<file path="config.mk">
export PLATFORM = sky130hd
export DESIGN_NAME = load_store_unit
export DESIGN_NICKNAME = d
export VERILOG_FILES = /design/src/rtl/lsu_pkg.sv /design/src/rtl/lsu_write_buffer.sv /design/src/rtl/load_store_unit.sv
export SDC_FILE = /design/constraint.sdc
export NUM_CORES = 1
export LEC_CHECK = 0
export BUFFER_PORTS_ARGS = -buffer_cell sky130_fd_sc_hd__buf_2
export CAP_MARGIN = 20
export CORE_MARGIN = 2
export CORE_UTILIZATION = 58
export CTS_BUF_LIST = sky130_fd_sc_hd__clkbuf_4 sky130_fd_sc_hd__clkbuf_8
export DETAILED_ROUTE_END_ITERATION = 7
export PLACE_DENSITY_LB_ADDON = 0.1
export SKIP_CTS_REPAIR_TIMING = 1
export SYNTH_ARGS = -nofsm -noshare
export SYNTH_HDL_FRONTEND = slang
export SYNTH_SLANG_ARGS = --single-unit
export TNS_END_PERCENT = 10
</file>
<file path="constraint.sdc">
create_clock -name clk -period 2.7 [get_ports clk]
set_input_delay 0.54 -clock clk [delete_from_list [all_inputs] [get_ports clk]]
set_output_delay 0.54 -clock clk [all_outputs]
set_load 0.02 [all_outputs]
</file>
<file path="src/rtl/lsu_pkg.sv">
// Shared types and default widths for the load/store unit.
// Latency: n/a (types and constants only).
// Backpressure: n/a.
package lsu_pkg;

  localparam int ADDR_W = 12;
  localparam int DATA_W = 16;

  typedef enum logic [1:0] {
    IDLE,
    DRAIN,
    READ,
    RESP
  } lsu_state_t;

  typedef struct packed {
    logic [ADDR_W-1:0] addr;
    logic [DATA_W-1:0] data;
  } wb_entry_t;

endpackage

</file>
<file path="src/rtl/lsu_write_buffer.sv">
// Circular store buffer of {addr, data}; pushes at the tail, pops from the head.
// Latency: a pushed entry is visible at the head one cycle after the push.
// Backpressure: full/empty flags only; pushes while full and pops while empty are ignored.
//
// Ports: clk, rst (sync, active-high); push/push_addr/push_data; pop;
//        head_addr/head_data (oldest entry); full, empty.
// Optional: LSU_FWD_EN adds lookup_addr -> fwd_hit/fwd_data (youngest matching entry).
module lsu_write_buffer #(
  parameter int ADDR_W = 12,
  parameter int DATA_W = 16,
  parameter int DEPTH  = 4
) (
  input  logic              clk,
  input  logic              rst,
  input  logic              push,
  input  logic [ADDR_W-1:0] push_addr,
  input  logic [DATA_W-1:0] push_data,
  input  logic              pop,
  output logic [ADDR_W-1:0] head_addr,
  output logic [DATA_W-1:0] head_data,
  output logic              full,
  output logic              empty
`ifdef LSU_FWD_EN
  ,
  input  logic [ADDR_W-1:0] lookup_addr,
  output logic              fwd_hit,
  output logic [DATA_W-1:0] fwd_data
`endif
);

  localparam int PW = $clog2(DEPTH);
  localparam logic [PW:0] FULL_CNT = (PW+1)'(DEPTH);

  typedef struct packed {
    logic [ADDR_W-1:0] addr;
    logic [DATA_W-1:0] data;
  } entry_t;

  entry_t          slots [DEPTH];
  logic [PW-1:0]   head;
  logic [PW-1:0]   tail;
  logic [PW:0]     count;
  logic            do_push;
  logic            do_pop;

  assign full      = (count == FULL_CNT);
  assign empty     = (count == '0);
  assign do_push   = push && !full;
  assign do_pop    = pop && !empty;
  assign head_addr = slots[head].addr;
  assign head_data = slots[head].data;

  always_ff @(posedge clk) begin
    if (rst) begin
      head  <= '0;
      tail  <= '0;
      count <= '0;
    end else begin
      if (do_push) tail <= tail + 1'b1;
      if (do_pop)  head <= head + 1'b1;
      case ({do_push, do_pop})
        2'b10:   count <= count + 1'b1;
        2'b01:   count <= count - 1'b1;
        default: count <= count;
      endcase
    end
  end

  // Storage needs no reset: only slots between head and tail are ever read as valid.
  always_ff @(posedge clk) begin
    if (do_push) slots[tail] <= '{addr: push_addr, data: push_data};
  end

`ifdef LSU_FWD_EN
  // Walk oldest to youngest so the last match (youngest) wins.
  always_comb begin
    fwd_hit  = 1'b0;
    fwd_data = '0;
    for (int i = 0; i < DEPTH; i++) begin
      if (((PW+1)'(i) < count) && (slots[head + PW'(i)].addr == lookup_addr)) begin
        fwd_hit  = 1'b1;
        fwd_data = slots[head + PW'(i)].data;
      end
    end
  end
`endif

endmodule

</file>
<file path="src/rtl/load_store_unit.sv">
// Load/store unit between the CPU execute stage and the 4096x16 data memory.
// Latency: store accept 1 cycle; load 2 cycles on an empty buffer, +k drain cycles, 1 on a forward hit.
// Backpressure: req_ready drops outside IDLE and for stores while the buffer is full; resp has none.
//
// Ports: clk, rst (sync, active-high); req_valid/req_ready/req_we/req_addr/req_wdata;
//        resp_valid/resp_rdata; mem_rd/mem_wr/mem_addr/mem_wd/mem_rdata; wb_empty.
// Optional: define LSU_FWD_EN to forward buffered store data to loads.
module load_store_unit #(
  parameter int ADDR_W   = lsu_pkg::ADDR_W,
  parameter int DATA_W   = lsu_pkg::DATA_W,
  parameter int WB_DEPTH = 4
) (
  input  logic              clk,
  input  logic              rst,
  input  logic              req_valid,
  output logic              req_ready,
  input  logic              req_we,
  input  logic [ADDR_W-1:0] req_addr,
  input  logic [DATA_W-1:0] req_wdata,
  output logic              resp_valid,
  output logic [DATA_W-1:0] resp_rdata,
  output logic              mem_rd,
  output logic              mem_wr,
  output logic [ADDR_W-1:0] mem_addr,
  output logic [DATA_W-1:0] mem_wd,
  input  logic [DATA_W-1:0] mem_rdata,
  output logic              wb_empty
);

  import lsu_pkg::*;

  lsu_state_t        state;
  logic [ADDR_W-1:0] ld_addr;
  logic              wb_full;
  logic [ADDR_W-1:0] head_addr;
  logic [DATA_W-1:0] head_data;
  logic              accept;
  logic              push;
  logic              load_acc;
  logic              pop;
  logic              read_cyc;
`ifdef LSU_FWD_EN
  logic              fwd_hit;
  logic [DATA_W-1:0] fwd_data;
`endif

  // Full check deliberately ignores a same-cycle pop.
  assign req_ready = (state == IDLE) && !(req_we && wb_full);
  assign accept    = req_valid && req_ready;
  assign push      = accept && req_we;
  assign load_acc  = accept && !req_we;
  // Reset holds the memory port quiet so buffered stores are dropped, never committed.
  assign pop       = !rst && !wb_empty && (state != READ);
  assign read_cyc  = !rst && (state == READ);

  lsu_write_buffer #(
    .ADDR_W (ADDR_W),
    .DATA_W (DATA_W),
    .DEPTH  (WB_DEPTH)
  ) u_wb (
    .clk       (clk),
    .rst       (rst),
    .push      (push),
    .push_addr (req_addr),
    .push_data (req_wdata),
    .pop       (pop),
    .head_addr (head_addr),
    .head_data (head_data),
    .full      (wb_full),
    .empty     (wb_empty)
`ifdef LSU_FWD_EN
    ,
    .lookup_addr (req_addr),
    .fwd_hit     (fwd_hit),
    .fwd_data    (fwd_data)
`endif
  );

  always_comb begin
    mem_rd   = 1'b0;
    mem_wr   = 1'b0;
    mem_addr = '0;
    mem_wd   = '0;
    if (read_cyc) begin
      mem_rd   = 1'b1;
      mem_addr = ld_addr;
    end else if (pop) begin
      mem_wr   = 1'b1;
      mem_addr = head_addr;
      mem_wd   = head_data;
    end
  end

  always_ff @(posedge clk) begin
    if (rst) begin
      state      <= IDLE;
      ld_addr    <= '0;
      resp_valid <= 1'b0;
      resp_rdata <= '0;
    end else begin
      resp_valid <= 1'b0;
      case (state)
        IDLE: begin
          if (load_acc) begin
            ld_addr <= req_addr;
`ifdef LSU_FWD_EN
            // A miss cannot alias any buffered store, so memory is safe to read now.
            if (fwd_hit) begin
              resp_rdata <= fwd_data;
              resp_valid <= 1'b1;
              state      <= RESP;
            end else begin
              state <= READ;
            end
`else
            // Emptiness is judged before this cycle's pop.
            state <= wb_empty ? READ : DRAIN;
`endif
          end
        end
        DRAIN: begin
          if (wb_empty) state <= READ;
        end
        READ: begin
          resp_rdata <= mem_rdata;
          resp_valid <= 1'b1;
          state      <= RESP;
        end
        RESP: begin
          state <= IDLE;
        end
        default: begin
          state <= IDLE;
        end
      endcase
    end
  end

endmodule

</file>
Word-level counts from Yosys, hierarchy flattened
Memories as Yosys holds them, arrays and structs flattened. A register that Yosys moved wholly into a read port is not among the register bits. Cells that the tools add are included.

Register bits after elaboration: 38. Bits in writable memories: 112. Input port bits: 48. Output and inout bits: 49. Logic and storage cells: 58. Memories kept: 1.

Memories: u_wb.slots (words 4, width 28, read ports 1, clocked after Yosys merged registers in 1, wr ports 1, RTL line lsu_write_buffer.sv:39) `entry_t slots [DEPTH];`.

$add $sub $neg: 4. Equality and inequality tests: 9. Mux-type cells: 17. Reduce and logical (&&, ||, !) cells: 20.

Operators with widths (count): $mux 16 (2); $mux 12 (2); $logic_and 1x1->1 (10); $mux 2 (5); $pmux 2 s4 (1); $eq 2x2->1 const B (3); $mux 1 (6); $ne 2x2->1 const B (3); $pmux 3 s2 (1); $logic_not 1->1 (5); $add 2x1->2 const B (2); $eq 2x1->1 const B (2); $reduce_and 2->1 (2); $add 3x1->3 const B (1); $eq 3x3->1 const B (1); $logic_not 3->1 (1); $sub 3x1->3 const B (1); $logic_not 2->1 (1); $reduce_bool 2->1 (1).

Logic depth before layout (Yosys ltp)
Word-level depth: 9. Mapped depth: 11. Gate-level depth less buffers: 11.

Cells and area by module
A second synthesis with hierarchy kept.

Cell total of the unflattened synthesis: 349. Area, all modules: 6049.6 um^2.

By module, submodules not included: lsu_write_buffer (instances 1, cells each 200, area an instance 4578.1 um^2, seq. area each 3543.4 um^2); load_store_unit (instances 1, cells each 149, area an instance 1471.4 um^2, seq. area each 620.6 um^2).

Worst setup path before layout
Ideal clock, no wire load.

Path kind: reg-to-reg. Start: reg state[0]. End: reg u_wb.count[2]. Setup time: 0.070 ns. Arrival: 2.320 ns. Required time: 2.630 ns. Path slack: 0.310 ns. Stages on the path, launching flop included: 12. Path buffers: 1. Clock period less this slack: 2.390 ns. Path through: dfxtp_1 > inv_1 > ha_1 > or2_2 > nor2_4 > buf_6 > ha_1 > inv_1 > fa_1 > xor2_1 > or3_1 > a21oi_1.

Elaborated cells on any way between the ends: 12. Those cells by class: 3 x eq/ne; 1 x mux; 8 x reduce/logical.

RTL lines: from (decl) (RTL line load_store_unit.sv:32) `lsu_state_t state;`; from (signal assigned) (RTL line load_store_unit.sv:117) `state <= wb_empty ? READ : DRAIN;`; $ne 2x2->1 * (RTL line load_store_unit.sv:53) `assign pop = !rst && !wb_empty && (state != READ);`; $logic_and 1x1->1 * (RTL line load_store_unit.sv:53); $logic_and 1x1->1 * (RTL line lsu_write_buffer.sv:49) `assign do_pop = pop && !empty;`; net u_wb.do_pop (RTL line lsu_write_buffer.sv:44) `logic do_pop;`; $eq 2x1->1 / $eq 2x2->1 (equally long branches) (RTL line lsu_write_buffer.sv:61) `case ({do_push, do_pop})`; $pmux 3 s2 / $reduce_bool 2->1 (equally long branches); to (signal assigned) (RTL line lsu_write_buffer.sv:62) `2'b10: count <= count + 1'b1;`; to (signal assigned) (RTL line lsu_write_buffer.sv:63) `2'b01: count <= count - 1'b1;`; to (signal assigned) (RTL line lsu_write_buffer.sv:64) `default: count <= count;`; to (decl) (RTL line lsu_write_buffer.sv:42) `logic [PW:0] count;`.

The timed path passes the listed nets; every way through them passes the cells marked *. A chain may end at the register's enable or synchronous reset.

Worst setup path after layout
Start: reg state[0]. End: out mem_addr[0].

Longest elaborated chain between the ends: 4. Elaborated cells on any way between the ends: 6. Those cells by class: 2 x eq/ne; 2 x mux; 2 x reduce/logical.

Ends and longest elaborated chain: $ne 2x2->1 (RTL line load_store_unit.sv:53); $logic_and 1x1->1 (RTL line load_store_unit.sv:53); $mux 12 (RTL line load_store_unit.sv:87) `end else if (pop) begin`; $mux 12 * (RTL line load_store_unit.sv:84) `if (read_cyc) begin`; to (decl) (RTL line load_store_unit.sv:24) `output logic [ADDR_W-1:0] mem_addr,`.

Every way passes the cells marked *; elsewhere a longest branch is shown, timed or not.

==> metrics.yaml <==
tns_ns: 0
syn2layout_area_growth_pct: 18.1
cts.path.max_buffers: 2
synthesis.area_um2: 5980
worst_clock_skew_ns: 0.00955
rows: 37
ir_drop_mv: 0.492
viasPerCell: 5.52
postRouteWirelength_um: 11300
finalHoldViolations: 0
first_pass_iters: 4
die_w_um: 106
finalCriticalPeriod_ns: 2.57
synth_top_area_share_pct: 56.2
fmax_mhz: 390
reg2reg_to: "u_wb.count[2]"
yosysWarnings: 0
drtIter0Drc: 187
p_leak_nw: 2.68
r2r-start: "state[0]"
tightest_slew_ns: 0.615
dieHeight_um: 106
cap_violations: 0
fillers: 718
cp.arrival_ns: 2.03
ys_seq_area_share_pct: 69.6
synth_cell_type_count: 34
ys.flop_type: "edfxtp_1"
synthMuxAreaShare_pct: 13.7
antenna_found_initial: 0
whs_path_depth: 1
regToRegSetupSlack_ns: 0.30
synth_area_per_cell_um2: 16.4
clock_sinks: 152
port_buffers: 96
clockRootBuffer: "clkbuf_8"
setup_violations: 0
avgRoutedWirePerCell_um: 18.0
synth-simple-area-share_pct: 7.51
drv_slew: 0
holdPathEnd: "u_wb.slots[0][0]"
gp_congestion: 0.718
die_area_um2: 11100
crit_path_end_kind: "output pin"
core-area_um2: 10200
detail-route-antenna-nets: 0
synth_edf_count: 112
cts_tree: "built"
synth_compound_area_share_pct: 4.21
grt_max_degree: 44
final_core_util_pct: 69.4
finalNetCount: 533
synthArstFlopShare_pct: 0
hold_ws_ns: 0.319
track_usage_pct: 21.2
synth_nets: 421
clk_latency_ns: 0.43
synth.area.top_cells: "edfxtp_1 (56%), dfxtp_1 (13%), mux4_2 (11%), mux2i_1 (3.2%), and3_1 (2.2%)"
cp_max_fo: 12
yosys.area.top_type: "edfxtp_1"
synth_top_family_by_area: "multiplexers"
cts.clk_slew.worst_paths_ns: 0.08
cp_data_required_time_ns: 2.16
synthXorXnorAreaFrac_pct: 0.293
critical_path.startpoint_type: "register"
cts_max_level: 4
grt.overflow.total: 0
grt_first_pass_wirelength_um: 17600
slew-limit-headroom_pct: 59.0
synth.top_cells.by_count: "edfxtp_1 (112), dfxtp_1 (40), mux4_2 (28), nand2_1 (24), nor2_1 (23)"
drc: 0
status: "complete, no violations"
holdCritStartpoint: "req_wdata[0]"
finalPower_mw: 6.18
reg2regPathDepth: 10
antenna_cells: 0
critPathKind: "reg -> out"
synthCells: 364
yosysMostFrequentCell: "edfxtp_1"
power_density_nw_per_um2: 874
initial_core_util_pct: 58.7
vias: 3450
numCtsBuffers: 17
dp_hpwl_um: 7170
io_pins: 97
grt_pass1_vias: 3449
fin_crit_sh_pct: 95.0
min_path_type: "in -> reg"
rsz0062_at_grt: "false"
synth_seq_cells: 152
final_layout_size_suffix_gt1_share_pct: 36.2
synthAdderAreaFrac_pct: 2.01
-- registers in the layout (all words and copies together) (netlist names), named ones only --
register / count
ld_addr: 12
resp_rdata: 16
resp_valid: 1
state: 2
u_wb.count: 3
u_wb.head: 2
u_wb.slots: 112
u_wb.tail: 2
-- layout make-up --
type                            count  area [um2]  area share [%]
Timing Repair Buffer              112         621            8.78
Clock inverter                      9         124            1.75
Sequential cell                   152        4170            59.0
Multi-Input combinational cell    184        1660            23.5
Tap cell                          136         170            2.41
Inverter                            9        41.3           0.584
Clock buffer                       23         285            4.04
-- power by group --
group	internal, mW	switching (mW)
sequential	2.71	0.0949
clock	0.982	0.762
combinational	0.690	0.938
total	4.38	1.79
-- layout by cell type, fill, tap and decap left out, types with 5 or more instances in the layout --
cell	n
a22o_1	12
dfxtp_1	39
clkbuf_8	18
edfxtp_1	112
mux4_2	28
nand2_1	24
inv_1	8
nor2_1	23
and3_1	21
ha_1	8
a21oi_1	18
clkbuf_4	5
buf_2	96
mux2i_1	19
buf_4	13
-- logic make-up after synthesis --
family / Yosys count
flip-flops: 152
XOR/XNOR: 2
adder cells (fa/ha/maj): 9
AND/OR/NAND/NOR: 89
multiplexers: 47
AO/OA/AOI/OAI: 37
buffers and inverters: 28
-- routing by layer --
| layer | vias to the layer above | wire, um | track usage [%] |
|---|---|---|---|
| met4 | 0 | 131 | 7.52 |
| met3 | 11 | 553 | 5.07 |
| met1 | 1721 | 4880 | 28.2 |
| met5 | - | 0 | 0 |
| li1 | 1614 | - | - |
| met2 | 104 | 5700 | 34.7 |
-- critical path: stages, from the launching register on --
cell and delay, ns:
dfxtp_1 0.36, inv_1 0.07, ha_1 0.21, or2_2 0.35, nor2_4 0.11, buf_6 0.17, a22o_1 0.16, buf_2 0.16
-- worst max-delay path by stage --
stage / end / startpoint / slack (ns)
6_report: mem_addr[0] / state[0] / 0.13
3_5_place_dp: u_wb.count[2] / rst / 0.33
2_1_floorplan: u_wb.count[2] / state[0] / 0.31
5_1_grt: mem_addr[11] / state[0] / 0.009
3_3_place_gp: u_wb.count[2] / rst / 0.39
4_1_cts: mem_addr[1] / state[0] / 0.05
-- stage by stage --
step	instance area (um2)	worst slack, ns	cells
2_1_floorplan	5980	0.310	364
3_3_place_gp	6650	0.385	593
3_5_place_dp	6650	0.329	593
4_1_cts	7060	0.0544	625
5_1_grt	7070	0.00920	625
6_report	7070	0.134	625
Note: power is estimated with default switching activity, not from simulation.
